===== src/rtl/guess_score.sv =====
// Win/lose tally for the guess game: two-digit BCD counters fed by rising edges
// of the FSM's win/lose levels, shown on a 4-digit multiplexed seven-segment display.
module guess_score #(
  parameter int REFRESH_DIV = 100000,
  parameter int CNT_W       = 17
) (
  input  logic       clk,
  input  logic       rst,
  input  logic       win,
  input  logic       lose,
  input  logic       clr,
  output logic [7:0] win_cnt,
  output logic [7:0] lose_cnt,
  output logic [3:0] an,
  output logic [6:0] seg
);

  logic             win_dly_q, lose_dly_q;
  logic [7:0]       win_cnt_q, win_cnt_d;
  logic [7:0]       lose_cnt_q, lose_cnt_d;
  logic [CNT_W-1:0] ref_cnt_q, ref_cnt_d;
  logic [1:0]       sel_q, sel_d;
  logic [3:0]       an_q, an_d;
  logic [6:0]       seg_q, seg_d;
  logic [3:0]       nibble;
  logic             win_evt, lose_evt, wrap;

  // Two-digit BCD increment, 99 wraps to 00.
  function automatic logic [7:0] bcd_inc(input logic [7:0] v);
    logic [3:0] tens, ones;
    tens = v[7:4];
    ones = v[3:0];
    if (ones == 4'd9) begin
      ones = 4'd0;
      tens = (tens == 4'd9) ? 4'd0 : tens + 4'd1;
    end else begin
      ones = ones + 4'd1;
    end
    return {tens, ones};
  endfunction

  // Active-low segments, bit order g..a.
  function automatic logic [6:0] seg_decode(input logic [3:0] d);
    logic [6:0] s;
    case (d)
      4'd0:    s = 7'b1000000;
      4'd1:    s = 7'b1111001;
      4'd2:    s = 7'b0100100;
      4'd3:    s = 7'b0110000;
      4'd4:    s = 7'b0011001;
      4'd5:    s = 7'b0010010;
      4'd6:    s = 7'b0000010;
      4'd7:    s = 7'b1111000;
      4'd8:    s = 7'b0000000;
      4'd9:    s = 7'b0010000;
      default: s = 7'b1111111;
    endcase
    return s;
  endfunction

  assign win_evt  = win & ~win_dly_q;
  assign lose_evt = lose & ~lose_dly_q;

  always_comb begin
    win_cnt_d  = win_cnt_q;
    lose_cnt_d = lose_cnt_q;
    if (clr) begin
      win_cnt_d  = 8'h00;
      lose_cnt_d = 8'h00;
    end else begin
      if (win_evt)  win_cnt_d  = bcd_inc(win_cnt_q);
      if (lose_evt) lose_cnt_d = bcd_inc(lose_cnt_q);
    end
  end

  assign wrap      = (ref_cnt_q == CNT_W'(REFRESH_DIV - 1));
  assign ref_cnt_d = wrap ? '0 : ref_cnt_q + CNT_W'(1);
  assign sel_d     = wrap ? sel_q - 2'd1 : sel_q;

  // an and seg both come from sel_d so the digit enable and its pattern switch on the same edge.
  always_comb begin
    an_d   = 4'b0111;
    nibble = win_cnt_q[7:4];
    case (sel_d)
      2'd3: begin an_d = 4'b0111; nibble = win_cnt_q[7:4];  end
      2'd2: begin an_d = 4'b1011; nibble = win_cnt_q[3:0];  end
      2'd1: begin an_d = 4'b1101; nibble = lose_cnt_q[7:4]; end
      default: begin an_d = 4'b1110; nibble = lose_cnt_q[3:0]; end
    endcase
    seg_d = seg_decode(nibble);
  end

  always_ff @(posedge clk or negedge rst) begin
    if (!rst) begin
      win_dly_q  <= 1'b0;
      lose_dly_q <= 1'b0;
      win_cnt_q  <= 8'h00;
      lose_cnt_q <= 8'h00;
      ref_cnt_q  <= '0;
      sel_q      <= 2'd3;
      an_q       <= 4'b0111;
      seg_q      <= 7'b1000000;
    end else begin
      win_dly_q  <= win;
      lose_dly_q <= lose;
      win_cnt_q  <= win_cnt_d;
      lose_cnt_q <= lose_cnt_d;
      ref_cnt_q  <= ref_cnt_d;
      sel_q      <= sel_d;
      an_q       <= an_d;
      seg_q      <= seg_d;
    end
  end

  assign win_cnt  = win_cnt_q;
  assign lose_cnt = lose_cnt_q;
  assign an       = an_q;
  assign seg      = seg_q;

endmodule


===== config.mk =====
export PLATFORM = sky130hd
export DESIGN_NAME = guess_score
export DESIGN_NICKNAME = d
export VERILOG_FILES = /design/src/rtl/guess_score.sv
export SDC_FILE = /design/constraint.sdc
export NUM_CORES = 1
export LEC_CHECK = 0
export ABC_AREA = 1
export CAP_MARGIN = 20
export CORE_MARGIN = 2
export CORE_UTILIZATION = 45
export CTS_CLUSTER_SIZE = 28
export DETAILED_ROUTE_END_ITERATION = 12
export GPL_TIMING_DRIVEN = 0
export PLACE_DENSITY = 0.69
export SETUP_SLACK_MARGIN = 0.5
export SLEW_MARGIN = 20
export SYNTH_ARGS = -nofsm -noshare
export SYNTH_HDL_FRONTEND = slang
export SYNTH_SLANG_ARGS = --single-unit

===== constraint.sdc =====
create_clock -name clk -period 2 [get_ports clk]
set_input_delay 0.4 -clock clk [delete_from_list [all_inputs] [get_ports clk]]
set_output_delay 0.4 -clock clk [all_outputs]
set_load 0.05 [all_outputs]

==> results of run 1 <==
final cells by class:
| cell class | instances | share of cell area |
|---|---|---|
| clock inverters | 1 | 0.007668 |
| repair buffers | 86 | 0.1741 |
| flip-flops and latches | 48 | 0.3115 |
| well taps | 75 | 0.02396 |
| inverters | 53 | 0.05335 |
| multi-input cells | 191 | 0.3968 |
| plain buffers | 2 | 0.007987 |
| clock buffers | 7 | 0.02460 |
power groups by stage:
stage | clock network (mW) | registers (mW) | logic (mW)
floorplan | 0 | 1.71 | 0.390
finish | 0.766 | 1.27 | 1.28
global route | 0.823 | 1.29 | 1.39
detailed placement | 0 | 1.28 | 1.23
global placement | 0 | 1.28 | 1.20
CTS | 0.786 | 1.26 | 1.21
metal layers:
| layer | track usage | vias to the layer above |
|---|---|---|
| li1 | - | 1143 |
| met1 | 0.2445 | 1133 |
| met2 | 0.3371 | 57 |
| met3 | 0.02935 | 11 |
| met4 | 0.06333 | 0 |
| met5 | 0 | - |
Yosys cell counts, types with 5 or more instances:
library cell | n | area (um2)
sky130_fd_sc_hd__nor2_1 | 21 | 78.83
sky130_fd_sc_hd__ha_1 | 12 | 150.1
sky130_fd_sc_hd__nand3_1 | 15 | 75.07
sky130_fd_sc_hd__inv_1 | 46 | 172.7
sky130_fd_sc_hd__nand4_1 | 5 | 31.28
sky130_fd_sc_hd__a21oi_1 | 14 | 70.07
sky130_fd_sc_hd__nand3_2 | 9 | 90.09
sky130_fd_sc_hd__o21ai_0 | 6 | 30.03
sky130_fd_sc_hd__xor2_1 | 6 | 52.55
sky130_fd_sc_hd__a31oi_1 | 5 | 31.28
sky130_fd_sc_hd__nand2_1 | 45 | 168.9
sky130_fd_sc_hd__dfrtp_1 | 42 | 1051
sky130_fd_sc_hd__dfstp_2 | 6 | 157.7
sky130_fd_sc_hd__nand2_4 | 10 | 112.6
sky130_fd_sc_hd__o22ai_1 | 6 | 37.54
sky130_fd_sc_hd__inv_2 | 5 | 18.77
flip-flops by register name, indices dropped and copies added (netlist names):
| signal | flops |
|---|---|
| ref_cnt_q | 17 |
| lose_cnt | 8 |
| win_cnt | 8 |
| seg | 7 |
| an | 4 |
| sel_q | 2 |
| lose_dly_q | 1 |
| win_dly_q | 1 |
per-stage QoR:
step | hold slack, ns | instances | setup TNS (ns) | power, mW | setup WS [ns]
floorplan | 0.1044 | 294 | -0.2044 | 2.099 | -0.08816
global placement | 0.5312 | 400 | -40.00 | 2.480 | -1.039
detailed placement | 0.4180 | 401 | -1.445 | 2.509 | -0.3011
CTS | 0.09148 | 442 | -0.3895 | 3.258 | -0.1199
global route | 0.1284 | 463 | -1.453 | 3.507 | -0.2508
finish | 0.07388 | 463 | -0.3576 | 3.312 | -0.1181
critical path, cell delays in order, from the launching register on:
cell	delay, ns
sky130_fd_sc_hd__dfrtp_1	0.40
sky130_fd_sc_hd__nand2_2	0.13
sky130_fd_sc_hd__inv_2	0.10
sky130_fd_sc_hd__nand2_4	0.07
sky130_fd_sc_hd__nor2_8	0.15
sky130_fd_sc_hd__nand3_4	0.10
sky130_fd_sc_hd__nand2_4	0.08
sky130_fd_sc_hd__nand2_4	0.07
sky130_fd_sc_hd__buf_12	0.15
sky130_fd_sc_hd__nand3_2	0.07
sky130_fd_sc_hd__nand3_2	0.10
sky130_fd_sc_hd__nand2_4	0.10
sky130_fd_sc_hd__inv_4	0.05
sky130_fd_sc_hd__ha_4	0.14
sky130_fd_sc_hd__nand3b_1	0.18
sky130_fd_sc_hd__nand2_2	0.08
sky130_fd_sc_hd__a21oi_2	0.05
cells by family after synthesis:
family | Yosys count | share of synthesized area
AND/OR/NAND/NOR | 136 | 0.3227
buffers and inverters | 55 | 0.08637
flip-flops | 48 | 0.4391
AO/OA/AOI/OAI | 36 | 0.07500
adder cells (fa/ha/maj) | 12 | 0.05454
XOR/XNOR | 7 | 0.02227
worst min path at each step:
stage	start	slack, ns	end
global placement	ref_cnt_q[2]$_DFF_PN0_	0.53	ref_cnt_q[2]$_DFF_PN0_
floorplan	rst	0.10	an[3]$_DFF_PN0_
global route	rst	0.13	ref_cnt_q[7]$_DFF_PN0_
detailed placement	rst	0.42	ref_cnt_q[8]$_DFF_PN0_
CTS	rst	0.09	ref_cnt_q[7]$_DFF_PN0_
finish	rst	0.07	ref_cnt_q[7]$_DFF_PN0_
repair_timing:
item / CTS / global route
setup buffers: 33 / 21
endpoints found under the setup margin: 51 / 39
gates resized for setup: 136 / 55
pin swaps: 29 / 20
cloned: 0 / 0
==> load_flow_metrics.sql, run 1 <==
INSERT INTO impl_metrics (metric_group, metric, value, unit) VALUES
('die', 'io-pin-count', '32', ''),
('clocking', 'clkTransAtPathRegs', '0.09', 'ns'),
('critical_path', 'timing.critical_path.from', 'ref_cnt_q[10]$_DFF_PN0_', ''),
('drt', 'wl_per_cell', '13.75', 'um'),
('placement', 'hpwl_detailed', '4068', 'um'),
('clocking', 'cts_num_sinks', '48', ''),
('critical_path', 'cp-endpoint', 'seg[5]$_DFF_PN0_', ''),
('power', 'clock_power_share', '0.231', ''),
('die', 'die_footprint', '6758', 'um2'),
('layout', 'layout.nets', '404', ''),
('layout', 'fin_util', '0.6615', ''),
('critical_path', 'worstPathArrival', '2.30', 'ns'),
('logic_synthesis', 'synth.yosys.seq_area_share', '0.4391', ''),
('drt', 'dr_wl_met3', '214', 'um'),
('placement', 'port_buffers', '31', ''),
('layout', 'mostFrequentLayoutCell', 'sky130_fd_sc_hd__buf_4', ''),
('critical_path', 'worstReg2RegStart', 'ref_cnt_q[10]$_DFF_PN0_', ''),
('drt', 'via_count', '2344', ''),
('critical_path', 'startpoint_type', 'register', ''),
('layout', 'design_area', '3916', 'um2'),
('run', 'max-cap-violations', '0', ''),
('clocking', 'cts_inserted_buffers', '5', ''),
('sta', 'timing.slew.headroom', '0.6336', ''),
('drt', 'dr.pass1.iters', '4', ''),
('status', 'violations', 'negative setup slack', ''),
('drt', 'totalWireLength', '6365', 'um'),
('clocking', 'clock_insertion_delay_worst_skew', '0.30', 'ns'),
('power', 'power.share.combinational', '0.386', ''),
('clocking', 'htreeDepth', '2', ''),
('logic_synthesis', 'number_of_warnings_issued_by_yosys', '0', ''),
('sta', 'setup_viol', '4', ''),
('layout', 'area_used_by_multi_input_combinational_logic', '1554', 'um2'),
('power', 'internal-power', '1.963', 'mW'),
('critical_path', 'worstSetupEndpointType', 'register', ''),
('sta', 'final_critical_path_setup_slack', '-0.1181', 'ns'),
('layout', 'most_frequent_cells_in_the_layout', '48 x sky130_fd_sc_hd__buf_4, 39 x sky130_fd_sc_hd__nand2_1, 36 x sky130_fd_sc_hd__inv_1', ''),
('power', 'relative_contribution_of_sequential_cells_to_total_power', '0.383', ''),
('logic_synthesis', 'synth_flop_cell', 'sky130_fd_sc_hd__dfrtp_1', ''),
('global_route', 'initial_antenna_violation_count', '0', ''),
('clocking', 'tritoncts', 'built', ''),
('die', 'num_rows', '28', ''),
('die', 'floorplan.initialDensity', '0.4649', ''),
('drt', 'met2RoutedLength', '3376', 'um'),
('critical_path', 'logic_depth_of_the_worst_register_to_register_path', '16', ''),
('die', 'fp.coreArea', '5921', 'um2'),
('sta', 'hold_viol', '0', ''),
('sta', 'finalClockSkew', '0.01333', 'ns'),
('power', 'switching_power_as_a_share_of_total_power', '0.4074', ''),
('power', 'power_leakage', '1.908', 'nW'),
('drt', 'post_drt_via_cell_ratio', '5.063', ''),
('placement', 'place_congestion', '0.7589', ''),
('power', 'power_density', '845.8', 'nW/um2'),
('drt', 'top_signal_layer_used', 'met4', ''),
('sta', 'grt_setup_unrepaired', 'yes', ''),
('sta', 'max_freq', '472.1', 'MHz'),
('logic_synthesis', 'synthesis.nets', '311', ''),
('drt', 'drtIter0Drc', '68', ''),
('hold_path', 'worst_hold_path_type', 'in -> async', ''),
('logic_synthesis', 'synth.cell_area', '2753', 'um2'),
('critical_path', 'crit-reg2reg-capture', 'seg[5]$_DFF_PN0_', ''),
('global_route', 'maximum_number_of_pins_on_one_net_before_global_route_repair', '26', ''),
('global_route', 'grt.total_usage', '0.1934', ''),
('clocking', 'cts_max_path_buffers', '2', ''),
('drt', 'antenna_left', '0', ''),
('status', 'outcome', 'complete, but fails checks', ''),
('drt', 'routedLengthMet1', '2651', 'um'),
('critical_path', 'worst_path_required_time', '2.19', 'ns'),
('layout', 'flow.area_growth_from_synthesis', '42.27', '%'),
('logic_synthesis', 'number_of_distinct_library_cells_after_synthesis', '38', ''),
('layout', 'diodes_inserted', '0', ''),
('logic_synthesis', 'synth_seq_cells', '48', '');
Note: power is estimated with default switching activity, not from simulation.
==> run 2, diff against run 1 <==
--- a/config.mk
+++ b/config.mk
@@ -15,5 +15,4 @@
 export PLACE_DENSITY = 0.69
 export SETUP_SLACK_MARGIN = 0.5
-export SLEW_MARGIN = 20
 export SYNTH_ARGS = -nofsm -noshare
 export SYNTH_HDL_FRONTEND = slang
==> constraint.sdc (replaced) <==
create_clock -name clk -period 2 [get_ports clk]
set_input_delay 0.2 -clock clk [delete_from_list [all_inputs] [get_ports clk]]
set_output_delay 0.2 -clock clk [all_outputs]
set_load 0.05 [all_outputs]
==> run 2 against run 1 <==
Effect of this change:
- the run still ends with negative setup slack left
- wire length shrank 3.1%
- via count shrank 1.2%
- power grew 0.38%
- flip-flop and latch count is the same
- clock power is essentially flat
- global-route usage grew 0.36 points
- largest power group unchanged
==> load_flow_metrics.sql, run 2 (same netlist as run 1, synthesis figures left out) <==
INSERT INTO impl_metrics (metric_group, metric, value, unit) VALUES
('sta', 'worstMarginPinSlew', '0.5590', 'ns'),
('layout', 'most_frequent_cells_in_the_layout', '46 x sky130_fd_sc_hd__buf_4, 41 x sky130_fd_sc_hd__nand2_1, 36 x sky130_fd_sc_hd__inv_1', ''),
('layout', 'layout.nets', '402', ''),
('critical_path', 'crit_path_frequent_cell', 'sky130_fd_sc_hd__nand2_4', ''),
('power', 'switching_power_as_a_share_of_total_power', '0.4064', ''),
('layout', 'design_area', '3890', 'um2'),
('clocking', 'cts_num_sinks', '48', ''),
('layout', 'largest_register_ff_count', '17', ''),
('critical_path', 'worst_path_largest_cell_delay', '0.41', 'ns'),
('critical_path', 'worst-path-max-fanout', '8', ''),
('drt', 'post_drt_via_cell_ratio', '5.022', ''),
('clocking', 'clkTransAtPathRegs', '0.09', 'ns'),
('drt', 'drtIter0Drc', '74', ''),
('power', 'power_density', '854.8', 'nW/um2'),
('layout', 'mostFrequentLayoutCell', 'sky130_fd_sc_hd__buf_4', ''),
('critical_path', 'worst_path_required_time', '2.18', 'ns'),
('critical_path', 'worstPathArrival', '2.29', 'ns'),
('layout', 'diodes_inserted', '0', ''),
('critical_path', 'cpMaxStageDelayCell', 'sky130_fd_sc_hd__dfrtp_1', ''),
('sta', 'max_freq', '475.7', 'MHz'),
('status', 'violations', 'negative setup slack', ''),
('clocking', 'cts_inserted_buffers', '5', ''),
('critical_path', 'critical_setup_path_kind', 'reg -> reg', ''),
('clocking', 'cts-root-buf', 'sky130_fd_sc_hd__clkbuf_8', ''),
('drt', 'antenna_left', '0', ''),
('power', 'internal-power', '1.974', 'mW'),
('global_route', 'via_count_of_the_first_global_routing_pass', '2362', ''),
('drt', 'via_count', '2315', ''),
('die', 'die_footprint', '6758', 'um2'),
('die', 'io-pin-count', '32', ''),
('die', 'fp.coreArea', '5921', 'um2'),
('layout', 'final-seq-area', '1219', 'um2'),
('sta', 'finalClockSkew', '0.01266', 'ns'),
('global_route', 'grt.total_usage', '0.1970', ''),
('clocking', 'cts_max_path_buffers', '2', ''),
('drt', 'totalWireLength', '6169', 'um'),
('drt', 'wl_per_cell', '13.38', 'um'),
('sta', 'setup_viol', '4', ''),
('sta', 'period_share', '1.051', ''),
('hold_path', 'min_from', 'win', ''),
('power', 'power.share.combinational', '0.389', ''),
('layout', 'post_route_cells_drive_above_1_share', '0.4715', ''),
('die', 'floorplan.die.height', '82.21', 'um'),
('sta', 'final_critical_path_setup_slack', '-0.1020', 'ns'),
('die', 'num_rows', '28', ''),
('die', 'die_width', '82.21', 'um'),
('sta', 'post-route-min-period', '2.102', 'ns'),
('die', 'floorplan.initialDensity', '0.4649', ''),
('critical_path', 'worstReg2RegStart', 'ref_cnt_q[0]$_DFF_PN0_', ''),
('placement', 'place_congestion', '0.7589', ''),
('layout', 'area_used_by_multi_input_combinational_logic', '1518', 'um2'),
('layout', 'n_fill_cell', '497', ''),
('critical_path', 'worstSetupEndpointType', 'register', ''),
('status', 'outcome', 'complete, but fails checks', ''),
('clocking', 'clock_insertion_delay_worst_skew', '0.30', 'ns'),
('global_route', 'grt_pass1_wl', '10400', 'um'),
('global_route', 'grt_overflow', '0', ''),
('power', 'clock_power_share', '0.230', ''),
('critical_path', 'timing.critical_path.from', 'ref_cnt_q[0]$_DFF_PN0_', ''),
('drt', 'route.detailed.drc', '0', ''),
('placement', 'hpwl_detailed', '4068', 'um'),
('run', 'max-cap-violations', '0', ''),
('hold_path', 'worst_hold_path_type', 'in -> reg', ''),
('layout', 'regMostFlops', 'ref_cnt_q', ''),
('placement', 'dpl-instance-area', '3247', 'um2'),
('critical_path', 'crit_chain', 'ha_4 > nand3_4 > nor2_8 > nand3_4 > nand2_4 > nand2_4 > buf_12 > nand3_2 > nand3_2 > nand2_4 > inv_4 > ha_4 > nand3b_1 > nand2_2 > a21oi_2', ''),
('sta', 'slew_viol_final', '0', ''),
('clocking', 'htreeDepth', '2', ''),
('power', 'ir_worst_vdd', '0.6640', 'mV'),
('sta', 'grt_setup_unrepaired', 'yes', ''),
('layout', 'flow.area_growth_from_synthesis', '41.32', '%'),
('global_route', 'initial_antenna_violation_count', '0', ''),
('sta', 'hold_viol', '0', ''),
('sta', 'timing.slew.headroom', '0.6273', ''),
('layout', 'fin_util', '0.6570', ''),
('placement', 'port_buffers', '31', ''),
('clocking', 'tritoncts', 'built', ''),
('critical_path', 'startpoint_type', 'register', ''),
('drt', 'dr.pass1.iters', '4', ''),
('power', 'total_switching_power', '1.351', 'mW'),
('power', 'relative_contribution_of_sequential_cells_to_total_power', '0.382', ''),
('power', 'power_leakage', '1.911', 'nW'),
('global_route', 'maximum_number_of_pins_on_one_net_before_global_route_repair', '26', '');
run 2: cell count changes in the layout (fill, tap and decap cells not counted), moves of 6 or more:
cell                            delta
sky130_fd_sc_hd__buf_2            -13
sky130_fd_sc_hd__dlygate4sd2_1     +9
sky130_fd_sc_hd__clkbuf_2          +8
sky130_fd_sc_hd__clkbuf_4          -6
run 2: stage by stage:
step / hold slack (ns) / worst slack [ns] / power, mW / setup TNS, ns / std cells
2_1_floorplan: -0.09559 / -0.08816 / 2.099 / -0.2044 / 294
3_3_place_gp: 0.5312 / -0.8393 / 2.480 / -30.39 / 400
3_5_place_dp: 0.2180 / -0.3011 / 2.509 / -1.411 / 401
4_1_cts: 0.3881 / -0.1200 / 3.292 / -0.3898 / 448
5_1_grt: 0.3985 / -0.2327 / 3.526 / -1.431 / 461
6_report: 0.3899 / -0.1020 / 3.325 / -0.2832 / 461
run 2: routing by layer:
metal | vias up | GRT usage | wire length [um]
li1 | 1139 | - | -
met1 | 1123 | 0.2476 | 2657
met2 | 42 | 0.3460 | 3212
met3 | 11 | 0.02826 | 179
met4 | 0 | 0.06500 | 120
met5 | - | 0 | 0
run 2: what timing repair did:
item                                    in CTS  in global routing
endpoints found under the setup margin      48                 37
pin swaps                                   31                 14
resized for setup                           73                 37
hold buffers                                 1                  0
buffers inserted                            38                 13
hold endpoints to repair                    19                  0
run 2: cell type report:
cell class,instances,share of cell area
multi-input cells,191,0.3902
flip-flops and latches,48,0.3133
repair buffers,84,0.1782
inverters,53,0.05371
clock buffers,7,0.02477
well taps,75,0.02412
plain buffers,2,0.008041
clock inverters,1,0.007720
run 2: power by group through the flow:
stage | Combinational, mW | Sequential [mW] | Clock, mW
2_1_floorplan | 0.390 | 1.71 | 0
3_3_place_gp | 1.20 | 1.28 | 0
3_5_place_dp | 1.23 | 1.28 | 0
4_1_cts | 1.24 | 1.26 | 0.786
5_1_grt | 1.41 | 1.29 | 0.822
6_report | 1.29 | 1.27 | 0.763
run 2: worst max-delay path, delay by kind of cell (launching register included):
family	cells	cell delay, ns
AND/OR/NAND/NOR	10	1.01
adder cells (fa/ha/maj)	2	0.31
flip-flops	1	0.41
buffers and inverters	2	0.20
AO/OA/AOI/OAI	1	0.05
run 2: path summary, 6_finish.rpt:
kind	to	slack, ns	depth (start not counted)
setup / recovery	seg[5]$_DFF_PN0_	-0.10	15
hold / removal	win_dly_q$_DFF_PN0_	0.39	1
setup reg to reg	seg[5]$_DFF_PN0_	-0.10	15
hold reg to reg	lose_cnt[1]$_DFFE_PN0P_	0.58	3
max in group asynchronous	sel_q[0]$_DFF_PN1_	0.99	3
min in group asynchronous	ref_cnt_q[7]$_DFF_PN0_	0.42	2
